## src/rtl/prim_count_pkg.sv

```systemverilog
// Shared types for the hardened counter and its consistency checker.
package prim_count_pkg;

    // Checker FSM encoding; 2'b11 is never entered on purpose.
    typedef enum logic [1:0] {
        IDLE  = 2'b00,
        TRACK = 2'b01,
        ALARM = 2'b10
    } chk_state_e;

    // Actions driven into a counter in one cycle.
    typedef struct packed {
        logic clr;
        logic set;
        logic incr_en;
        logic decr_en;
        logic commit;
    } action_mask_t;

    // Map a raw state vector onto a legal state; a corrupted encoding
    // is treated as a fault and parks the checker in ALARM.
    function automatic chk_state_e legalize_state(input logic [1:0] raw);
        chk_state_e st;
        case (raw)
            2'b00:   st = IDLE;
            2'b01:   st = TRACK;
            2'b10:   st = ALARM;
            default: st = ALARM;
        endcase
        return st;
    endfunction

endpackage

```

## src/rtl/prim_count_next.sv

```systemverilog
// Next-value function of a saturating counter. Used by the counter and by
// its checker so the two can never disagree on the update rule.
module prim_count_next
    import prim_count_pkg::*;
#(
    parameter int unsigned      Width      = 2,
    parameter logic [Width-1:0] ResetValue = '0
) (
    input  logic [Width-1:0] i_cnt,
    input  action_mask_t     i_act,
    input  logic [Width-1:0] i_set_cnt,
    input  logic [Width-1:0] i_step,
    output logic [Width-1:0] o_cnt_next
);

    // One extra bit exposes the carry (incr overflow) and borrow (decr underflow).
    logic [Width:0] w_sum;
    logic [Width:0] w_diff;

    assign w_sum  = {1'b0, i_cnt} + {1'b0, i_step};
    assign w_diff = {1'b0, i_cnt} - {1'b0, i_step};

    // Priority clr > set > incr/decr; conflicting incr+decr holds.
    always_comb begin
        o_cnt_next = i_cnt;
        if (i_act.commit) begin
            if (i_act.clr) begin
                o_cnt_next = ResetValue;
            end else if (i_act.set) begin
                o_cnt_next = i_set_cnt;
            end else if (i_act.incr_en && !i_act.decr_en) begin
                o_cnt_next = w_sum[Width] ? {Width{1'b1}} : w_sum[Width-1:0];
            end else if (i_act.decr_en && !i_act.incr_en) begin
                o_cnt_next = w_diff[Width] ? '0 : w_diff[Width-1:0];
            end
        end
    end

endmodule

```

## config.mk

```make
export PLATFORM = sky130hd
export DESIGN_NAME = prim_count_next
export DESIGN_NICKNAME = d
export VERILOG_FILES = /design/src/rtl/prim_count_pkg.sv /design/src/rtl/prim_count_next.sv
export SDC_FILE = /design/constraint.sdc
export NUM_CORES = 1
export LEC_CHECK = 0
export BUFFER_PORTS_ARGS = -buffer_cell sky130_fd_sc_hd__buf_2
export CAP_MARGIN = 20
export CORE_AREA = 2 2 39 41
export DETAILED_ROUTE_END_ITERATION = 7
export DIE_AREA = 0 0 41 43
export SLEW_MARGIN = 20
export SYNTH_ARGS = -nofsm -noshare
export SYNTH_HDL_FRONTEND = slang
export SYNTH_SLANG_ARGS = --single-unit
```

## constraint.sdc

```tcl
create_clock -name vclk -period 3.3
set_clock_uncertainty 0.2 [all_clocks]
set_input_delay 0.33 -clock vclk [all_inputs]
set_output_delay 0.33 -clock vclk [all_outputs]
set_load 0.02 [all_outputs]
```

==> results of run 1 <==
==> worst max-delay path, cell delays in order <==
cell and delay (ns):
buf_2 0.13, inv_1 0.05, ha_1 0.14, inv_1 0.05
fa_1 0.48, nand3b_1 0.08, a211o_1 0.27, o31ai_2 0.17
buf_2 0.20
==> cells by family after synthesis <==
group,share of synthesized area [%]
AO/OA/AOI/OAI,31.64
adder cells (fa/ha/maj),29.38
buffers and inverters,6.778
multiplexers,4.520
AND/OR/NAND/NOR,27.68
==> per-stage QoR <==
stage | util [%] | std cells | setup WS [ns] | hold WS [ns] | total power, W
after CTS | 22.15 | 55 | 0.8763 | 0.7971 | 0.00003740
after floorplan | - | 26 | 1.060 | 0.5633 | 0.00002103
after detailed placement | 22.15 | 55 | 0.8761 | 0.7967 | 0.00003720
final | 22.15 | 55 | 0.8867 | 0.8013 | 0.00003686
after global placement | 22.15 | 55 | 0.9081 | 0.7922 | 0.00003674
after global routing | 22.15 | 55 | 0.8015 | 0.8155 | 0.00004206
==> metal layers <==
| layer | track usage, % | share of wire [%] |
|---|---|---|
| met1 | 10.51 | 48 |
| met2 | 12.81 | 48 |
| met3 | 0 | 3.4 |
| met4 | 0 | 0 |
| met5 | 0 | 0 |
==> report_power, final <==
part | internal (W) | switching, W
clock | 0 | 0
sequential | 0 | 0
combinational | 0.0000173 | 0.0000196
==> cell usage in the layout (no fill, tap or decap) <==
cell type   n
a211o_1     1
o31ai_2     1
fa_1        2
o21ai_0     1
nor4b_1     1
a31oi_1     1
nand3b_1    2
inv_1       4
nor2_1      1
buf_2      13
nor3_1      1
mux2i_1     1
a221o_1     1
ha_1        2
a21oi_1     1
nor2b_1     1
nand2b_1    2
a2111oi_2   1
and4b_1     1
a21boi_1    1
==> how the worst min path moves through the flow <==
| stage | from | endpoint | slack [ns] | cells past startpoint |
|---|---|---|---|---|
| 3_5_place_dp | i_act[3] | o_cnt_next[1] | 0.80 | 3 |
| 2_1_floorplan | i_act[3] | o_cnt_next[1] | 0.56 | 1 |
| 3_3_place_gp | i_act[3] | o_cnt_next[1] | 0.79 | 3 |
| 5_1_grt | i_act[3] | o_cnt_next[1] | 0.82 | 3 |
| 4_1_cts | i_act[3] | o_cnt_next[1] | 0.80 | 3 |
| 6_report | i_act[3] | o_cnt_next[1] | 0.80 | 3 |
==> area by class of cell <==
| class | instances | share of cell area, % |
|---|---|---|
| Multi-Input combinational cell | 22 | 67.35 |
| Timing Repair Buffer | 13 | 21.22 |
| Tap cell | 16 | 6.531 |
| Inverter | 4 | 4.898 |
==> flow_summary_export.csv, run 1 <==
group,metric,value,unit
outcome,status,"finished clean",
power,vdd_ir_drop_max,0.03798,mV
routing,avgRoutedWirePerCell,9.527,microns
timing,slew-limit-headroom,82.44,%
cts,postCtsHoldBufs,0,
synthesis,avgSynthCellArea,8.518,sq um
job,cap_violations,0,
global_route,antenna_found_initial,0,
worst_setup_path,worstSetupStartpoint,"i_cnt[0]",
cells_and_area,ff_latch_area,0,sq um
routing,drc,0,
synthesis,yosys-top-cells-area,"fa_1, ha_1, a2111oi_2, inv_1, nand3b_1",
routing,drtIter0Drc,1,
timing,hold_viol,0,
timing,setup_viol,0,
routing,routed_wirelength,524,microns
synthesis,synth_top_area_share,18.08,%
synthesis,ys_seq_area_share,0,%
floorplan,die_x,41,microns
cells_and_area,clock_buffers,0,
synthesis,synth_cells,26,
cells_and_area,multi_input_area,206.4,sq um
synthesis,synth_most_common_cell,"inv_1",
cells_and_area,n_antenna_cell,0,
timing,setup_tns,0,ns
power,powerDensity,120.2,mW/mm^2
floorplan,ios,13,
routing,dr.pass1.iters,2,
synthesis,synth_top_area_cell,"fa_1",
synthesis,ys_types,19,
cells_and_area,design_area,306.5,sq um
timing,period_needed,2.413,ns
timing,max_slew.worst_pin.slew,0.2597,ns
global_route,grt_start_max_net_pins,9,
worst_setup_path,crit_end,"o_cnt_next[1]",
synthesis,synthTopCellsByCount,"inv_1, fa_1, ha_1, nand2b_1, nand3b_1",
synthesis,yosys_warnings,0,
floorplan,start_util,16.00,%
floorplan,floorplan.die_area,0.001763,sq mm
worst_setup_path,cp-end-kind,"output pin",
synthesis,netlist_area,221.5,sq um
cts,cts_resized,0,
global_route,track_usage,7.407,%
routing,via_count,237,
cts,postCtsSetupRepairBufs,0,
routing,avgViaCountPerCell,4.309,
floorplan,core_area,0.001384,sq mm
power,p_leak,0.1477,nW
cells_and_area,nFillCells,156,
timing,slew_violations,0,
timing,fmax,414.4,MHz
floorplan,fp-row-count,14,
cells_and_area,syn_to_final_growth,38.42,%
worst_setup_path,startpoint_type,"input pin",
routing,ant_nets,0,
placement,io_buffers,13,
worst_setup_path,critPathRequiredTime,2.77,ns
global_route,grt_pass1_wl,993,microns
min_path,hp-class,"in -> out",
worst_setup_path,cp.arrival,1.88,ns
cells_and_area,seq_cell_count,0,
placement,place_congestion,0.7082,
global_route,grt-ovfl-total,0,
cells_and_area,nets,56,
floorplan,dieHeight,43,microns
timing,rsz0062_at_grt,"no",
cells_and_area,drive_above_1_share,38.46,%
worst_setup_path,critical_path.max_fanout,5,
timing,period_share,73.13,%
placement,hpwl,455.5,microns
synthesis,synth_fp_nets,41,
placement,placed_area,306.5,sq um
global_route,grt_pass1_vias,232,
worst_setup_path,crit_type,"in -> out",
Note: power is estimated with default switching activity, not from simulation.
==> run 2: changes to the inputs <==
--- a/config.mk
+++ b/config.mk
@@ -5,6 +5,7 @@
 export SDC_FILE = /design/constraint.sdc
 export NUM_CORES = 1
 export LEC_CHECK = 0
+export ABC_AREA = 1
 export BUFFER_PORTS_ARGS = -buffer_cell sky130_fd_sc_hd__buf_2
 export CAP_MARGIN = 20
 export CORE_AREA = 2 2 39 41
==> constraint.sdc (replaced) <==
create_clock -name vclk -period 2.42
set_clock_uncertainty 0.2 [all_clocks]
set_input_delay 0.242 -clock vclk [all_inputs]
set_output_delay 0.242 -clock vclk [all_outputs]
set_load 0.02 [all_outputs]
==> run 2 against run 1 <==
  * Critical endpoint unchanged
  * Global-route usage fell by 1.4 points
  * Largest cell class unchanged
  * Highest routed layer unchanged
  * Final cell count rose by 29%
  * Via count rose by 9.7%
  * Count of clock-buffer cells in the layout did not move
  * Synthesized area fell by 1.7%
  * Die area did not move
  * Largest power group unchanged
  * First-iteration DRC count rose by 100%
  * Hold slack got worse by 0.16 ns
==> flow_summary_export.csv, run 2 <==
group,metric,value,unit
synthesis,netlist_area,217.7,sq um
synthesis,synth_cells,42,
timing,rsz0062_at_grt,"no",
synthesis,yosys_warnings,0,
placement,hpwl,427.5,microns
power,p_leak,0.2008,nW
floorplan,start_util,15.73,%
timing,max_slew.worst_pin.slew,0.1332,ns
routing,drtIter0Drc,2,
placement,place_congestion,0.7088,
synthesis,synthAdderAreaFrac,29.89,%
timing,whs,0.6396,ns
worst_setup_path,startpoint_type,"input pin",
global_route,grt_start_max_net_pins,5,
global_route,grt-ovfl-total,0,
cells_and_area,clock_buffers,0,
power,p_seq_share,0,%
timing,fmax,500.4,MHz
power,vdd_ir_drop_max,0.04177,mV
cts,postCtsSetupRepairBufs,0,
timing,setup_viol,0,
timing,hold_viol,0,
power,intPower,0.00002096,W
worst_setup_path,slowest_stage,"fa_1",
global_route,grt_pass1_vias,214,
cells_and_area,drive_above_1_share,25.45,%
synthesis,yosys-top-cells-area,"nand2_1, fa_1, inv_1, nor2_1, ha_1",
cts,cts_resized,0,
power,comb_power_share,100.0,%
synthesis,synth_top_area_share,25.86,%
worst_setup_path,critical_path.max_fanout,3,
routing,ant_nets,0,
timing,setup_tns,0,ns
global_route,grt_pass1_wl,814,microns
worst_setup_path,crit_top_cell,"nand2_1",
synthesis,synth_mux_area_share,0,%
worst_setup_path,cp-end-kind,"output pin",
synthesis,synth_fp_nets,57,
routing,drc,0,
worst_setup_path,cp.arrival,1.56,ns
synthesis,synth_most_common_cell,"nand2_1",
cells_and_area,design_area,302.8,sq um
worst_setup_path,worstSetupStartpoint,"i_cnt[0]",
routing,routed_wirelength,442,microns
worst_setup_path,worstPathCellList,"buf_2, inv_1, ha_1, inv_1, fa_1, nand2_1, nand2_1, nand3_1, nand2_1, nand2_1, nand2_1, buf_2",
cells_and_area,post-route-util,21.88,%
floorplan,floorplan.die_area,0.001763,sq mm
floorplan,fp-row-count,14,
cells_and_area,nFillCells,162,
global_route,antenna_found_initial,0,
synthesis,avgSynthCellArea,5.184,sq um
worst_setup_path,critPathRequiredTime,1.98,ns
routing,via_count,260,
power,switching_share,56.35,%
placement,dpl_worst_slack,0.3983,ns
floorplan,ios,13,
cells_and_area,syn_to_final_growth,39.08,%
cells_and_area,seq_cell_count,0,
synthesis,ys_seq_area_share,0,%
placement,placed_area,302.8,sq um
power,powerDensity,158.6,mW/mm^2
timing,slew-limit-headroom,91.09,%
cells_and_area,nets,72,
outcome,status,"finished clean",
timing,setup_ws,0.4217,ns
floorplan,core_area,0.001384,sq mm
cts,postCtsHoldBufs,0,
routing,avgRoutedWirePerCell,6.225,microns
worst_setup_path,crit_buf_inv,4,
worst_setup_path,max_stage_delay,0.47,ns
cells_and_area,layout_common_cells,"nand2_1, buf_2, inv_1, nor2_1, nand3_1",
cells_and_area,ff_latch_area,0,sq um
synthesis,yosys.area_share.simple,52.87,%
power,pwr-share-clk,0,%
min_path,hp-class,"in -> out",
synthesis,synthTopCellsByCount,"nand2_1, inv_1, nor2_1, nand3_1",
cells_and_area,n_antenna_cell,0,
placement,io_buffers,13,
worst_setup_path,crit_type,"in -> out",
synthesis,ys_types,8,
global_route,track_usage,6.024,%
floorplan,die_x,41,microns
worst_setup_path,path_depth,12,
worst_setup_path,crit_end,"o_cnt_next[1]",
routing,avgViaCountPerCell,3.662,
power,power_switching,0.00002706,W
worst_setup_path,crit_family,"adder cells",
synthesis,synth_compound_area_share,0,%
synthesis,synth_top_area_cell,"nand2_1",
cells_and_area,final_common_cell,"nand2_1",
job,cap_violations,0,
timing,period_share,82.57,%
synthesis,synth_top_family_by_area,"simple AND/OR/NAND/NOR gates",
routing,dr.pass1.iters,4,
floorplan,dieHeight,43,microns
timing,period_needed,1.998,ns
synthesis,synthXorXnorAreaFrac,0,%
timing,slew_violations,0,
run 2: changes by cell type after synthesis, sizes merged, moves of 2 or more:
cell,previous run,this run
nand2b,2,0
inv,4,10
nor2,1,7
nand3b,2,0
nand3,0,4
nand2,0,16
run 2: how the worst min path moves through the flow:
stage	from	endpoint	slack (ns)	cells after the start
final	i_cnt[0]	o_cnt_next[0]	0.64	4
after global routing	i_act[0]	o_cnt_next[1]	0.68	5
after CTS	i_cnt[0]	o_cnt_next[0]	0.65	4
after detailed placement	i_cnt[0]	o_cnt_next[0]	0.65	4
after global placement	i_cnt[0]	o_cnt_next[0]	0.65	4
after floorplan	i_cnt[0]	o_cnt_next[0]	0.46	2
run 2: power by group through the flow:
stage	clock network [W]	registers (W)	logic, W
3_5_place_dp	0	0	0.0000492
6_report	0	0	0.0000480
3_3_place_gp	0	0	0.0000487
2_1_floorplan	0	0	0.0000305
5_1_grt	0	0	0.0000568
4_1_cts	0	0	0.0000493
run 2: cell families after synthesis:
group	count (synthesis)
adder cells (fa/ha/maj)	4
AND/OR/NAND/NOR	28
buffers and inverters	10
run 2: final cells by class:
class                           instances  area (sq um)  area share (%)
Tap cell                               16         20.02           6.612
Inverter                               10         37.54           12.40
Multi-Input combinational cell         32         180.2           59.50
Timing Repair Buffer                   13         65.06           21.49
run 2: layer usage:
metal  vias up  GRT usage [%]  share of wire [%]
met5         -              0                  0
met2         5          10.00                 53
met3         0              0                3.8
met1       108          9.003                 43
met4         0              0                  0
li1        147              -                  -
run 2: metrics by stage:
step                instances    power, W
floorplan                  42  0.00003047
CTS                        71  0.00004926
finish                     71  0.00004802
global placement           71  0.00004871
global route               71  0.00005677
detailed placement         71  0.00004918
==> run 3: changes to the inputs <==
==> constraint.sdc (replaced) <==
create_clock -name vclk -period 1.9
set_clock_uncertainty 0.2 [all_clocks]
set_input_delay 0.19 -clock vclk [all_inputs]
set_output_delay 0.19 -clock vclk [all_outputs]
set_load 0.02 [all_outputs]
==> run 3 against run 2 <==
  * Core utilization is 3.0 points higher
  * First-iteration DRC count is 50% lower
  * Sequential share of layout area stayed put
  * Wire length is 15% higher
  * Critical endpoint unchanged
==> flow_summary_export.csv, run 3 (synthesis gave the netlist of run 2 again) <==
group,metric,value,unit
outcome,status,"finished clean",
placement,hpwl,422.2,microns
power,power_switching,0.00003843,W
placement,io_buffers,13,
global_route,antenna_found_initial,0,
power,pwr-share-clk,0,%
routing,via_count,263,
job,cap_violations,0,
power,powerDensity,212.9,mW/mm^2
timing,period_needed,1.858,ns
floorplan,fp-row-count,14,
timing,fmax,538.1,MHz
worst_setup_path,critPathRequiredTime,1.51,ns
timing,slew_violations,0,
worst_setup_path,startpoint_type,"input pin",
min_path,hp-class,"in -> out",
timing,max_slew.worst_pin.slew,0.1127,ns
cells_and_area,design_area,344.1,sq um
cells_and_area,ff_latch_area,0,sq um
placement,dp_cells,72,
power,p_seq_share,0,%
cts,postCtsHoldBufs,0,
timing,rsz0062_at_grt,"yes",
routing,drc,0,
power,switching_share,52.48,%
cells_and_area,final_common_cell,"nand2_1",
global_route,grt_pass1_wl,759,microns
routing,ant_nets,0,
timing,setup_tns,0,ns
floorplan,ios,13,
floorplan,start_util,15.73,%
power,intPower,0.00003481,W
power,comb_power_share,100.0,%
timing,setup_ws,0.04168,ns
timing,setup_viol,0,
cells_and_area,syn_to_final_growth,58.05,%
placement,dpl_worst_slack,-0.009463,ns
floorplan,dieHeight,43,microns
worst_setup_path,critical_path.max_fanout,3,
routing,avgRoutedWirePerCell,7.042,microns
cells_and_area,n_antenna_cell,0,
cells_and_area,clock_buffers,0,
routing,routed_wirelength,507,microns
timing,hold_viol,0,
global_route,track_usage,5.617,%
global_route,grt-ovfl-total,0,
timing,period_share,97.81,%
timing,slew-limit-headroom,92.46,%
routing,drtIter0Drc,1,
timing,whs,0.5048,ns
worst_setup_path,cp.arrival,1.47,ns
cells_and_area,seq_cell_count,0,
routing,avgViaCountPerCell,3.653,
global_route,grt_pass1_vias,223,
floorplan,die_x,41,microns
routing,dr.pass1.iters,3,
worst_setup_path,crit_type,"in -> out",
placement,placed_area,310.3,sq um
cells_and_area,layout_common_cells,"nand2_1, buf_2, inv_1, nor2_1, nand3_1",
cts,postCtsSetupRepairBufs,0,
placement,place_congestion,0.6856,
floorplan,core_area,0.001384,sq mm
power,p_leak,0.2079,nW
cells_and_area,nets,73,
power,vdd_ir_drop_max,0.05030,mV
worst_setup_path,cp-end-kind,"output pin",
floorplan,floorplan.die_area,0.001763,sq mm
cells_and_area,fin_cells,72,
global_route,grt_start_max_net_pins,5,
cells_and_area,drive_above_1_share,33.93,%
## run 3: changes by cell type in the layout (fill, tap and decap cells not counted), sizes merged
cell  change
buf       +1
## run 3: path summary, 6_finish.rpt
check | cells past startpoint | slack [ns] | start | endpoint
min | 4 | 0.50 | i_cnt[0] | o_cnt_next[0]
max | 12 | 0.04 | i_cnt[0] | o_cnt_next[1]
## run 3: layer usage
| layer | part of all wire, % | vias to the layer above | track usage [%] |
|---|---|---|---|
| li1 | - | 149 | - |
| met1 | 38 | 111 | 6.410 |
| met2 | 59 | 3 | 11.25 |
| met3 | 2.6 | 0 | 0 |
| met4 | 0 | 0 | 0 |
| met5 | 0 | - | 0 |
## run 3: layout make-up
class | count | area, sq um
Fill cell | 159 | 1040
Multi-Input combinational cell | 32 | 195.2
Timing Repair Buffer | 14 | 88.84
Inverter | 10 | 40.04
Tap cell | 16 | 20.02
## run 3: power by group through the flow
stage | Sequential [W] | Clock (W) | Combinational [W]
2_1_floorplan | 0 | 0 | 0.0000388
3_3_place_gp | 0 | 0 | 0.0000629
3_5_place_dp | 0 | 0 | 0.0000639
4_1_cts | 0 | 0 | 0.0000652
5_1_grt | 0 | 0 | 0.0000824
6_report | 0 | 0 | 0.0000732
## run 3: metrics by stage
| step | util [%] | total power (W) |
|---|---|---|
| global placement | 22.42 | 0.00006291 |
| detailed placement | 22.42 | 0.00006395 |
| global route | 24.86 | 0.00008238 |
| finish | 24.86 | 0.00007324 |
| CTS | 22.60 | 0.00006518 |
| floorplan | - | 0.00003880 |
## run 3: critical path: stages
cell and delay (ns):
buf_8 0.10, inv_4 0.05, ha_4 0.12, inv_2 0.03, fa_1 0.49, nand2_1 0.05, nand2_1 0.06, nand3_1 0.07
nand2_1 0.07, nand2_1 0.05, nand2_1 0.07, buf_6 0.11
## run 3: what timing repair did
item	CTS	global route
resized for setup	1	10
gates cloned	0	0
pin swaps	0	6
setup endpoints to repair	1	2
